==> src/rtl/rand_tx_pkg.sv <==
// Shared definitions for the random-byte UART transmitter.
// Latency: n/a (types and constants only).
// Backpressure: n/a.
package rand_tx_pkg;

    typedef enum logic [1:0] {
        ST_IDLE  = 2'd0,
        ST_START = 2'd1,
        ST_DATA  = 2'd2,
        ST_STOP  = 2'd3
    } tx_state_t;

    localparam logic UART_IDLE_LVL   = 1'b1;
    localparam int   FRAME_DATA_BITS = 8;

endpackage

==> src/rtl/uart_tx_serializer.sv <==
// 8N1 UART serializer, LSB first: FSM, bit timer and shift register.
// Latency: valid&ready at edge N -> start bit on tx after edge N; 10*CLKS_PER_BIT cycles per frame.
// Backpressure: ready is high only in IDLE; a byte is taken on the edge where valid&ready.
// Ports: clk, rst (sync, active high), valid/data (byte offered), ready (serializer idle),
//        tx (serial line, idle high, registered), busy (start..stop on the line, registered).
module uart_tx_serializer
    import rand_tx_pkg::*;
#(
    parameter int CLKS_PER_BIT = 868
) (
    input  logic                       clk,
    input  logic                       rst,
    input  logic                       valid,
    input  logic [FRAME_DATA_BITS-1:0] data,
    output logic                       ready,
    output logic                       tx,
    output logic                       busy
);

    localparam int             TW       = $clog2(CLKS_PER_BIT);
    localparam logic [TW-1:0]  TMR_LAST = TW'(CLKS_PER_BIT - 1);
    localparam logic [2:0]     BIT_LAST = 3'(FRAME_DATA_BITS - 1);

    tx_state_t                  state, state_n;
    logic [TW-1:0]              timer, timer_n;
    logic [FRAME_DATA_BITS-1:0] shift, shift_n;
    logic [2:0]                 bit_idx, bit_idx_n;
    logic                       tx_n, busy_n;

    always_ff @(posedge clk) begin
        if (rst) begin
            state   <= ST_IDLE;
            timer   <= '0;
            shift   <= '0;
            bit_idx <= '0;
            tx      <= UART_IDLE_LVL;
            busy    <= 1'b0;
        end else begin
            state   <= state_n;
            timer   <= timer_n;
            shift   <= shift_n;
            bit_idx <= bit_idx_n;
            tx      <= tx_n;
            busy    <= busy_n;
        end
    end

    // tx/busy are next-state values registered above, so the pin never
    // sees combinational decode.
    always_comb begin
        state_n   = state;
        timer_n   = timer;
        shift_n   = shift;
        bit_idx_n = bit_idx;
        tx_n      = tx;
        busy_n    = busy;
        ready     = (state == ST_IDLE);

        unique case (state)
            ST_IDLE: begin
                if (valid) begin
                    shift_n = data;
                    timer_n = '0;
                    tx_n    = 1'b0;
                    busy_n  = 1'b1;
                    state_n = ST_START;
                end
            end
            ST_START: begin
                if (timer == TMR_LAST) begin
                    timer_n   = '0;
                    bit_idx_n = '0;
                    tx_n      = shift[0];
                    state_n   = ST_DATA;
                end else begin
                    timer_n = timer + TW'(1);
                end
            end
            ST_DATA: begin
                if (timer == TMR_LAST) begin
                    timer_n = '0;
                    if (bit_idx == BIT_LAST) begin
                        tx_n    = UART_IDLE_LVL;
                        state_n = ST_STOP;
                    end else begin
                        // shift[1] becomes shift[0] after this edge
                        shift_n   = {1'b0, shift[FRAME_DATA_BITS-1:1]};
                        tx_n      = shift[1];
                        bit_idx_n = bit_idx + 3'd1;
                    end
                end else begin
                    timer_n = timer + TW'(1);
                end
            end
            ST_STOP: begin
                if (timer == TMR_LAST) begin
                    timer_n = '0;
                    busy_n  = 1'b0;
                    state_n = ST_IDLE;
                end else begin
                    timer_n = timer + TW'(1);
                end
            end
            default: state_n = ST_IDLE;
        endcase
    end

endmodule

==> src/rtl/rand_byte_uart_tx.sv <==
// Captures every 8th CSReq strobe's randByte into a byte FIFO and sends it out as 8N1 UART.
// Latency: 8th strobe at edge N-1 -> push at edge N -> start bit at edge N+1 (idle, txEn=1).
// Backpressure: none upstream; a byte completed while the FIFO is full is dropped and sets sticky ovf.
// Ports: clk, rst (sync, active high), CSReq (shift strobe), randByte (shift reg contents),
//        txEn (permit new frames), ovfClr (clear ovf), tx (UART line), busy, ovf, fifoLvl.
module rand_byte_uart_tx
    import rand_tx_pkg::*;
#(
    parameter int CLKS_PER_BIT = 868,
    parameter int FIFO_DEPTH   = 16
) (
    input  logic                       clk,
    input  logic                       rst,
    input  logic                       CSReq,
    input  logic [FRAME_DATA_BITS-1:0] randByte,
    input  logic                       txEn,
    input  logic                       ovfClr,
    output logic                       tx,
    output logic                       busy,
    output logic                       ovf,
    output logic [$clog2(FIFO_DEPTH):0] fifoLvl
);

    localparam int AW    = $clog2(FIFO_DEPTH);
    localparam int LVL_W = AW + 1;

    // ---------------- capture ----------------
    logic [2:0] bit_cnt;
    logic       cap_pend;

    // cap_pend lands one cycle after the 8th strobe, when randByte holds
    // all eight fresh bits.
    always_ff @(posedge clk) begin
        if (rst) begin
            bit_cnt  <= '0;
            cap_pend <= 1'b0;
        end else begin
            cap_pend <= CSReq && (bit_cnt == 3'd7);
            if (CSReq) begin
                bit_cnt <= bit_cnt + 3'd1;
            end
        end
    end

    // ---------------- byte FIFO ----------------
    logic [FRAME_DATA_BITS-1:0] mem [FIFO_DEPTH];
    logic [AW-1:0]              wr_ptr, rd_ptr;
    logic [LVL_W-1:0]           lvl;
    logic                       fifo_empty, fifo_full;
    logic                       ser_valid, ser_ready;
    logic                       pop, push_ok, drop;

    assign fifo_empty = (lvl == '0);
    assign fifo_full  = (lvl == LVL_W'(FIFO_DEPTH));
    assign ser_valid  = txEn && !fifo_empty;
    assign pop        = ser_valid && ser_ready;
    // A pop on the same edge frees the slot, so a push into a full FIFO
    // still succeeds then (the write lands on the slot being read out).
    assign push_ok    = cap_pend && (!fifo_full || pop);
    assign drop       = cap_pend && fifo_full && !pop;
    assign fifoLvl    = lvl;

    always_ff @(posedge clk) begin
        if (push_ok) begin
            mem[wr_ptr] <= randByte;
        end
    end

    always_ff @(posedge clk) begin
        if (rst) begin
            wr_ptr <= '0;
            rd_ptr <= '0;
            lvl    <= '0;
        end else begin
            if (push_ok) begin
                wr_ptr <= wr_ptr + AW'(1);
            end
            if (pop) begin
                rd_ptr <= rd_ptr + AW'(1);
            end
            case ({push_ok, pop})
                2'b10:   lvl <= lvl + LVL_W'(1);
                2'b01:   lvl <= lvl - LVL_W'(1);
                default: lvl <= lvl;
            endcase
        end
    end

    // Sticky overflow; a drop in the same cycle as ovfClr keeps it set.
    always_ff @(posedge clk) begin
        if (rst) begin
            ovf <= 1'b0;
        end else if (drop) begin
            ovf <= 1'b1;
        end else if (ovfClr) begin
            ovf <= 1'b0;
        end
    end

    // ---------------- serializer ----------------
    uart_tx_serializer #(
        .CLKS_PER_BIT (CLKS_PER_BIT)
    ) u_ser (
        .clk   (clk),
        .rst   (rst),
        .valid (ser_valid),
        .data  (mem[rd_ptr]),
        .ready (ser_ready),
        .tx    (tx),
        .busy  (busy)
    );

endmodule

==> config.mk <==
export PLATFORM = sky130hd
export DESIGN_NAME = rand_byte_uart_tx
export DESIGN_NICKNAME = d
export VERILOG_FILES = /design/src/rtl/rand_tx_pkg.sv /design/src/rtl/uart_tx_serializer.sv /design/src/rtl/rand_byte_uart_tx.sv
export SDC_FILE = /design/constraint.sdc
export NUM_CORES = 1
export LEC_CHECK = 0
export ABC_CLOCK_PERIOD_IN_PS = 5300
export BUFFER_PORTS_ARGS = -buffer_cell sky130_fd_sc_hd__buf_2
export CORE_AREA = 5 5 168 170
export CTS_CLUSTER_SIZE = 30
export DETAILED_ROUTE_END_ITERATION = 6
export DIE_AREA = 0 0 173 175
export GPL_ROUTABILITY_DRIVEN = 0
export SYNTH_ARGS = -nofsm -noshare
export SYNTH_HDL_FRONTEND = slang
export SYNTH_HIERARCHICAL = 1
export SYNTH_SLANG_ARGS = --single-unit
==> constraint.sdc <==
create_clock -name clk -period 5.3 [get_ports clk]
set_input_delay 0.795 -clock clk [delete_from_list [all_inputs] [get_ports clk]]
set_output_delay 0.795 -clock clk [all_outputs]
set_load 0.01 [all_outputs]
* After elaboration in Yosys (flattened, before gate mapping) *
Memories as Yosys holds them, arrays and structs flattened. A register that Yosys moved wholly into a read port is not among the register bits.
Cells that the tools add are included.
W data, S select, Z words.

word-level totals
  register bits = 43
  memory bits (writable) = 128
  output and inout port bits = 8
  logic and storage cells = 91
  memories kept = 1

memory list
  name  words  bits a word  read ports  clocked after Yosys merged registers in  write ports  line                     source
  mem   16     8            1           1                                        1            rand_byte_uart_tx.sv:46  logic [FRAME_DATA_BITS-1:0] mem [FIFO_DEPTH];

cells by class
  $add $sub $neg = 7
  eq/ne operators = 15
  multiplexer cells = 32
  reduce and logical (&&, ||, !) cells = 24

operators by type and width
  operator                 number
  $mux W8                  3
  $mux W10                 2
  $pmux W10 S2             1
  $pmux W8 S2              1
  $reduce_and A4 Y1        3
  $add A10 B1 Y10 const B  1
  $eq A10 B10 Y1 const B   1
  $mux W1                  10
  $mux W2                  5
  $pmux W5 S2              1
  $reduce_bool A2 Y1       5
  $mux W3                  3
  $add A4 B1 Y4 const B    2
  $mux W4                  2
  $ne A2 B1 Y1 const B     4
  $pmux W2 S4              1
  $add A3 B1 Y3 const B    2
  $eq A2 B2 Y1 const B     3
  $eq A3 B3 Y1 const B     2
  $logic_and A1 B1 Y1      6
  $pmux W3 S2              1
  $add A5 B1 Y5 const B    1
  $eq A5 B5 Y1 const B     1
  $logic_not A5 Y1         1
  12 further kinds         16

* Logic depth before layout (Yosys ltp) *
Gate-level depths: netlist of run 1.

  depth in word-level cells = 8
  gate-level depth with buffers = 10
  depth with buffers taken out = 10

* By module *
The synthesis of run 1 kept the hierarchy.

modules (own cells, without submodules)
  module              times used  cells each  area an instance (µm²)  sequential area each (µm²)
  rand_byte_uart_tx   1           307         5901.9                  4284.1
  uart_tx_serializer  1           154         1385.1                  500.5

* Worst setup path after synthesis of run 1 *
Ideal clock, no wire load.

  path kind = input to register
  start = input txEn
  end = register lvl[4] (netlist: fifoLvl[4])
  arrival = 2.298 ns
  setup slack = 2.878 ns
  stages on the path = 8
  cells stage by stage = nand3b_1 a21o_2 inv_1 ha_1 and2_1 and4_1 a311oi_1 mux2_1

between the ends
  cells in the longest elaborated chain, start to end = 6
  elaborated cells between the ends (all ways) = 8

ends and longest elaborated chain
  element                                            line                     source
  start, declared                                    rand_byte_uart_tx.sv:16  input logic txEn,
  $logic_and A1 B1 Y1 *                              rand_byte_uart_tx.sv:55  assign ser_valid = txEn && !fifo_empty;
  $logic_and A1 B1 Y1 *                              rand_byte_uart_tx.sv:56  assign pop = ser_valid && ser_ready;
  $logic_or A1 B1 Y1                                 rand_byte_uart_tx.sv:59  assign push_ok = cap_pend && (!fifo_full || pop);
  $logic_and A1 B1 Y1                                rand_byte_uart_tx.sv:59
  $eq A2 B1 Y1 or $eq A2 B2 Y1 (tied branches)       rand_byte_uart_tx.sv:81  case ({push_ok, pop})
  $pmux W5 S2 or $reduce_bool A2 Y1 (tied branches)  -
  end signal, assigned                               rand_byte_uart_tx.sv:82  2'b10: lvl <= lvl + LVL_W'(1);
  end signal, assigned                               rand_byte_uart_tx.sv:83  2'b01: lvl <= lvl - LVL_W'(1);
  end signal, assigned                               rand_byte_uart_tx.sv:84  default: lvl <= lvl;
  end, declared                                      rand_byte_uart_tx.sv:48  logic [LVL_W-1:0] lvl;

Mark *: on every way between the ends. The rest lies on a longest branch, timed or not.
A chain may end at the register's enable or synchronous reset.

* Final worst setup path of run 1 *
  start = register u_ser.state[0]
  end = memory mem[3][0] (enable)

between the ends
  cells in the longest elaborated chain, start to end = 6

ends and longest elaborated chain
  element                        line                      source
  start, declared                uart_tx_serializer.sv:24  tx_state_t state, state_n;
  start signal, assigned         uart_tx_serializer.sv:39  state <= state_n;
  $logic_not A2 Y1               uart_tx_serializer.sv:57  ready = (state == ST_IDLE);
  net ser_ready                  rand_byte_uart_tx.sv:50   logic ser_valid, ser_ready;
  $logic_and A1 B1 Y1            rand_byte_uart_tx.sv:56
  $logic_or A1 B1 Y1             rand_byte_uart_tx.sv:59
  $logic_and A1 B1 Y1            rand_byte_uart_tx.sv:59
  $mux W1                        rand_byte_uart_tx.sv:64   if (push_ok) begin
  $mux W1 (implied by the code)  rand_byte_uart_tx.sv:65   mem[wr_ptr] <= randByte;
  end, declared                  rand_byte_uart_tx.sv:46

The timed path passes the listed nets, and every way through them passes these cells.

==> implementation parameters, run 1 <==
Parameter                              Value

Routing
  Antenna-violating nets left ... 0
  Via/cell ratio ... ~4.8
  DRC errors left ... 0
  Total number of vias ... a little under 4,000
  DRT iter0 DRCs ... roughly 360
  Detailed-route wire length ... between 10 and 15 mm
  WL per Instance ... approximately 18 um
  Detailed-router iteration count before antenna repair ... 5

Clock tree
  Resized cells post-CTS ... 0
  Setup repair bufs after CTS ... 0
  Inserted Clock Buffers ... 17
  Number of hold buffers added after cts ... 0
  Maximum count of clock buffers along a single path ... 2
  Source-to-sink clock delay at the later pin of the worst-skew pair ... approximately 430 ps
  Clock sinks ... 175
  Clock-pin slew on the worst setup and hold paths ... 60 ps
  H-tree levels ... 4
  Clock tree from TritonCTS ... built
  Clk root buf ... clkbuf_16

Die
  Placement row count ... 60
  Die outline width ... roughly 170 um
  Number of top-level pins ... 21
  Die height ... 175 um
  Placeable Area ... approximately 27,000 um2
  Die ar. ... around 30,000 um2
  Starting density of the core ... 27.4%

Layout
  Final std cells w/o fill ... roughly 840
  Antenna cells ... 0
  Most common cell after layout, fill and taps aside ... edfxtp_1
  Proportion of layout cells with a drive suffix above 1 ... between 20% and 30%
  Count of nets after finishing ... 513
  Commonest cells after routing, fill and taps aside ... edfxtp_1 (128), dfxtp_1 (46), nor2_1 (43)
  Final Core Density ... 31.3%
  Total non-filler cell area in the finished layout ... between 8000 and 9000 um2
  Growth of design area from synthesis to finish ... 14.3%

STA
  Post-route worst hold slack ... between 400 and 500 ps
  F_max ... 0.316 GHz
  Max-slew violations ... 0
  Setup clock skew after layout ... roughly 8.0 ps
  Total Negative Setup Slacks ... 0 ps
  Final Cycle Share ... between 50% and 60%
  RSZ-0062 raised after global routing ... false
  Count of final setup violators ... 0
  Final hold viol count ... 0
  Fin crit period ... between 3000 and 4000 ps
  Max-slew headroom at the worst pin ... approximately 23%
  Slew at the pin closest to its max-slew limit ... around 1200 ps

Pwr
  Logic gate share of total power ... roughly 23%
  Pint ... approximately 0.0026 W
  Fraction of power consumed by the clock network ... between 30% and 40%
  Power density relative to cell area ... about 440 nW/um2
  Sequential share of power ... between 40 and 50%
  Peak supply drop ... 0.247 mV
  Leakage component of the power ... 2.71 nW
  P_sw ... 0.00110 W
  Sw Share ... between 20 and 30%

Synthesis
  Cells after synthesis ... around 460
  Number of synthesized flops with an enable pin ... 128
  Syn avg cell area ... approximately 16 um2
  Proportion of synthesized chip area in sequential cells ... between 60% and 70%
  FF+latch count, synth ... 175
  Mapped Nets ... slightly below 500
  Largest cells by area after synthesis ... edfxtp_1 (53%), dfxtp_1 (13%), mux4_2 (12%), ha_1 (3.1%), mux2i_1 (2.3%)
  Main flop type after synthesis ... edfxtp_1
  Top cell type's share of synthesized area ... roughly 53%
  Async set or reset register ratio after synthesis ... 0%
  Yosys cell types ... 52
  Netlist Area Pre-Place ... 7290 um2
  Warning count from the yosys run ... 6
  Library cell occupying the most area in the post-synthesis netlist ... edfxtp_1

Global routing
  Maximum number of pins on one net before global-route repair ... 39
  Wire length of the first global-routing pass ... 23.5 mm
  Number of antenna violations at the first check in global routing ... 0
  Aggregate global-route resource usage ... between 10% and 20%
  Total gr overflow ... 0
  Vias in the first global route ... a little over 4,000

Worst setup path
  Critical path arrival ... between 3000 and 4000 ps
  Worst Setup Path Type ... flop to flop
  Category of the worst setup path capture point ... flop
  Required time at the worst-slack endpoint ... 5340 ps
  Critical path peak fanout ... 11
  Element type at the critical path start ... flop

Placed design
  Cell Count Post-Placement ... between 800 and 900
  Count of input and output buffers ... 20
  Cell area after placement ... around 7700 um2
  DP Wirelength ... between 9 and 10 mm

Flow run
  Maximum capacitance violations ... 0

Outcome
  Outcome ... completed

Min path
  Path class of the lowest-slack min-delay path ... flop to flop
[sequential cells by signal, summed over array words and instances, names as in the netlist, named ones only]
register	count
u_ser/bit_idx	3
mem	128
u_ser/shift	8
u_ser/tx	1
u_ser/state	2
bit_cnt	3
fifoLvl	5
u_ser/timer	10
rd_ptr	4
ovf	1
u_ser/busy	1
cap_pend	1
wr_ptr	4
[critical path: stages (launching register included)]
cell and delay [ps]:
dfxtp_1 360, inv_1 130, ha_1 450, nand2_1 200
a31oi_2 500, nand2_1 260, nor3_1 880
[cell usage after synthesis, types with 4 or more instances]
| master | count |
|---|---|
| buf_1 | 4 |
| mux4_2 | 40 |
| a21oi_1 | 18 |
| o21ai_0 | 7 |
| nand3b_1 | 4 |
| nand4_1 | 4 |
| xnor2_1 | 4 |
| nor3_1 | 6 |
| a211oi_1 | 9 |
| mux2i_1 | 17 |
| buf_2 | 4 |
| nand2_1 | 22 |
| dfxtp_1 | 47 |
| edfxtp_1 | 128 |
| ha_1 | 18 |
| inv_1 | 13 |
| xor2_1 | 7 |
| nor2_1 | 43 |
| clkbuf_1 | 12 |
| nand2b_1 | 7 |
| nand3_1 | 5 |
[kinds of logic after synthesis]
family	synth area share (%)
adder cells (fa/ha/maj)	3.09
multiplexers	15.2
XOR/XNOR	1.32
buffers and inverters	1.77
AND/OR/NAND/NOR	7.26
AO/OA/AOI/OAI	5.68
flip-flops	65.7
[worst paths after layout]
path | start | slack (ps) | endpoint | cells after the start
worst max-delay path | u_ser/state[0] | 2130 | mem[3][0] | 6
worst min-delay path | ovf | 470 | ovf | 2
worst max register to register | u_ser/state[0] | 2130 | mem[3][0] | 6
worst min register to register | ovf | 470 | ovf | 2
[routing by layer]
metal	routed length [um]	global-route usage (%)	up-vias
li1	-	-	1836
met1	6810	13.2	2027
met2	7070	16.1	99
met3	764	3.25	13
met4	248	3.26	0
met5	0	0	-
[stage by stage]
step | power [W] | setup slack (ps)
floorplan | 0.00229 | 2880
global placement | 0.00246 | 2320
detailed placement | 0.00250 | 2140
CTS | 0.00372 | 2120
global route | 0.00387 | 1850
finish | 0.00368 | 2130
[power groups by stage]
stage | logic, W | clock network [W] | registers [W]
floorplan | 0.000670 | 0 | 0.00162
global placement | 0.000812 | 0 | 0.00165
detailed placement | 0.000842 | 0 | 0.00166
CTS | 0.000846 | 0.00124 | 0.00163
global route | 0.000923 | 0.00131 | 0.00164
finish | 0.000839 | 0.00122 | 0.00163
[cell type report]
type,count,area [um2]
inverters,13,48.8
multi-input cells,253,2370
fillers,2574,18200
clock inverters,14,148
flip-flops and latches,175,4790
repair buffers,22,115
well taps,341,427
clock buffers,18,429
Note: power is estimated with default switching activity, not from simulation.
==> run 2: changes to the inputs <==
Settings changed: ABC_CLOCK_PERIOD_IN_PS 5300 to 3000.
Clock period 5.3 ns to 3 ns, I/O delays scaled along.
==> run 2 against run 1 <==
Against the previous run:
- final area up 2.1%
- clock power increased by 80%
- power up 78%
- worst hold slack got worse by 180 ps
- final cell count increased by 2.3%
- sequential power grew 76%
- combinational power is 80% higher
- sequential share of layout area down 1.2 points
- clock-buffer cell count down 1
- register-to-register slack got worse by 1900 ps
- clock skew grew 4.6 ps
- critical path depth is 4 higher
==> implementation parameters, run 2 (synthesis results as in run 1) <==
Parameter                              Value

Layout
  Commonest cells after routing, fill and taps aside ... edfxtp_1 (128), dfxtp_1 (46), nor2_1 (43)
  Final std cells w/o fill ... 855 (+2.3%)
  Antenna cells ... 0 (unchanged)
  Max reg flops ... 128 (unchanged)
  Registers with the most flip-flops ... mem x128, u_ser/timer x10, u_ser/shift x8
  Register ranked first by flip-flop count ... mem
  Area of all sequential standard cells ... 4790 um2 (unchanged)
  Count of nets after finishing ... 532 (+3.7%)
  Proportion of layout cells with a drive suffix above 1 ... 24.7% (+3.1 points)
  Growth of design area from synthesis to finish ... 16.7%
  Multi-input gate area in the final layout ... 2370 um2 (unchanged)
  Filler cell count ... 2,601 (+1.0%)
  Total non-filler cell area in the finished layout ... 8500 um2 (+2.1%)
  Most common cell after layout, fill and taps aside ... edfxtp_1

Routing
  DRC errors left ... 0 (unchanged)
  Detailed-route wire length ... 13.9 mm (-6.4%)
  Antenna-violating nets left ... 0 (unchanged)
  Via/cell ratio ... 4.64 (-2.4%)
  Detailed-router iteration count before antenna repair ... 5 (unchanged)
  WL per Instance ... 16.3 um (-8.5%)
  DRT iter0 DRCs ... 325 (-9.0%)
  Total number of vias ... 3,969 (-0.15%)

Clock tree
  Resized cells post-CTS ... 0 (unchanged)
  Clk root buf ... clkbuf_16
  Clock-pin slew on the worst setup and hold paths ... 70 ps (about the same)
  Source-to-sink clock delay at the later pin of the worst-skew pair ... 430 ps (about the same)
  Number of hold buffers added after cts ... 0 (unchanged)
  Setup repair bufs after CTS ... 0 (unchanged)
  Clock tree from TritonCTS ... built
  H-tree levels ... 4 (unchanged)
  Inserted Clock Buffers ... 17 (unchanged)
  Clock sinks ... 175 (unchanged)
  Maximum count of clock buffers along a single path ... 2 (unchanged)

Pwr
  P_sw ... 0.00196 W (+79%)
  Logic gate share of total power ... 23.0% (+0.2 points)
  Sw Share ... 29.9% (+0.13 points)
  Leakage component of the power ... 2.82 nW (+4.1%)
  Pint ... 0.00461 W (+78%)
  Fraction of power consumed by the clock network ... 33.4% (+0.4 points)
  Power density relative to cell area ... 773 nW/um2 (+75%)
  Overall power after layout ... 0.00657 W (+78%)
  Sequential share of power ... 43.7% (-0.5 points)
  Peak supply drop ... 0.516 mV (+110%)

STA
  Setup clock skew after layout ... 12.6 ps (+4.56 ps)
  Total Negative Setup Slacks ... 0 ps (unchanged)
  RSZ-0062 raised after global routing ... false
  Final hold viol count ... 0 (unchanged)
  F_max ... 0.363 GHz (+15%)
  Max-slew violations ... 0 (unchanged)
  Fin crit period ... 2750 ps (-416 ps)
  Post-route worst hold slack ... 286 ps (-184 ps)
  Slew at the pin closest to its max-slew limit ... 752 ps (-398 ps)
  Max-slew headroom at the worst pin ... 49.8% (+27 points)
  Count of final setup violators ... 0 (unchanged)
  Final Cycle Share ... 91.7% (+32 points)

Worst setup path
  Critical path arrival ... 3070 ps (-140 ps)
  Max stage delay on crit path ... 400 ps (-480 ps)
  Worst Setup Path Type ... flop to flop
  Category of the worst setup path capture point ... flop
  Critical path peak fanout ... 11 (unchanged)
  Slowest CP cell ... ha_1
  Worst-path cell chain ... inv_1, ha_1, nand3b_1, a21o_2, inv_1, ha_1, and2_1, and4_1, a311oi_1, mux2_1
  Element type at the critical path start ... flop
  Required time at the worst-slack endpoint ... 3310 ps (-2030 ps)

Min path
  Path class of the lowest-slack min-delay path ... input pin to flop

Global routing
  Maximum number of pins on one net before global-route repair ... 39 (unchanged)
  Aggregate global-route resource usage ... 9.57% (-0.55 points)
  Total gr overflow ... 0 (unchanged)
  Number of antenna violations at the first check in global routing ... 0 (unchanged)
  Vias in the first global route ... 4,117 (+0.88%)
  Wire length of the first global-routing pass ... 22.7 mm (-3.4%)

Die
  Starting density of the core ... 27.4% (unchanged)
  Die outline width ... 173 um (unchanged)
  Number of top-level pins ... 21 (unchanged)
  Placeable Area ... 26,600 um2 (unchanged)
  Die ar. ... 30,300 um2 (unchanged)
  Placement row count ... 60 (unchanged)
  Die height ... 175 um (unchanged)

Placed design
  Cell Count Post-Placement ... 823 (+2.4%)
  DP Wirelength ... 9.62 mm (-3.6%)
  Count of input and output buffers ... 20 (unchanged)
  Cell area after placement ... 7920 um2 (+2.2%)

Outcome
  Outcome ... completed

Flow run
  Maximum capacitance violations ... 0 (unchanged)
==> run 2: metal layers <==
metal | up-vias | wire, um | GRT usage [%]
met5 | - | 0 | 0
met4 | 0 | 164 | 2.96
met3 | 12 | 613 | 3.16
met2 | 74 | 6710 | 15.3
met1 | 2009 | 6450 | 12.4
li1 | 1874 | - | -
==> run 2: power by group through the flow <==
stage / Sequential [W] / Clock [W] / Combinational (W)
floorplan: 0.00287 / 0 / 0.00118
global placement: 0.00291 / 0 / 0.00145
detailed placement: 0.00292 / 0 / 0.00151
CTS: 0.00287 / 0.00225 / 0.00152
global route: 0.00289 / 0.00237 / 0.00167
finish: 0.00287 / 0.00219 / 0.00151
==> run 2: final timing paths <==
kind / cells past startpoint / endpoint / from / slack (ps)
max: 10 / fifoLvl[4] / u_ser/state[0] / 250
min: 3 / ovf / ovfClr / 290
max reg2reg: 10 / fifoLvl[4] / u_ser/state[0] / 250
min reg2reg: 2 / ovf / ovf / 470
==> run 2: area by class of cell <==
type | count | share of cell area (%)
flip-flops and latches | 175 | 56.3
multi-input cells | 253 | 27.9
well taps | 341 | 5.02
clock buffers | 17 | 5.00
repair buffers | 41 | 3.33
clock inverters | 15 | 1.87
inverters | 13 | 0.574
==> run 2: metrics by stage <==
| step | worst slack, ps | utilization, % |
|---|---|---|
| finish | 248 | 32.0 |
| global route | 73.9 | 32.0 |
| CTS | 232 | 32.0 |
| detailed placement | 246 | 29.8 |
| global placement | 405 | 29.8 |
| floorplan | 659 | - |
==> run 2: critical path: cells and delay by family, from the launching register on <==
| kind | cells | cell delay (ps) |
|---|---|---|
| buffers and inverters | 2 | 200 |
| AO/OA/AOI/OAI | 2 | 500 |
| multiplexers | 1 | 350 |
| AND/OR/NAND/NOR | 3 | 560 |
| adder cells (fa/ha/maj) | 2 | 670 |
| flip-flops | 1 | 350 |
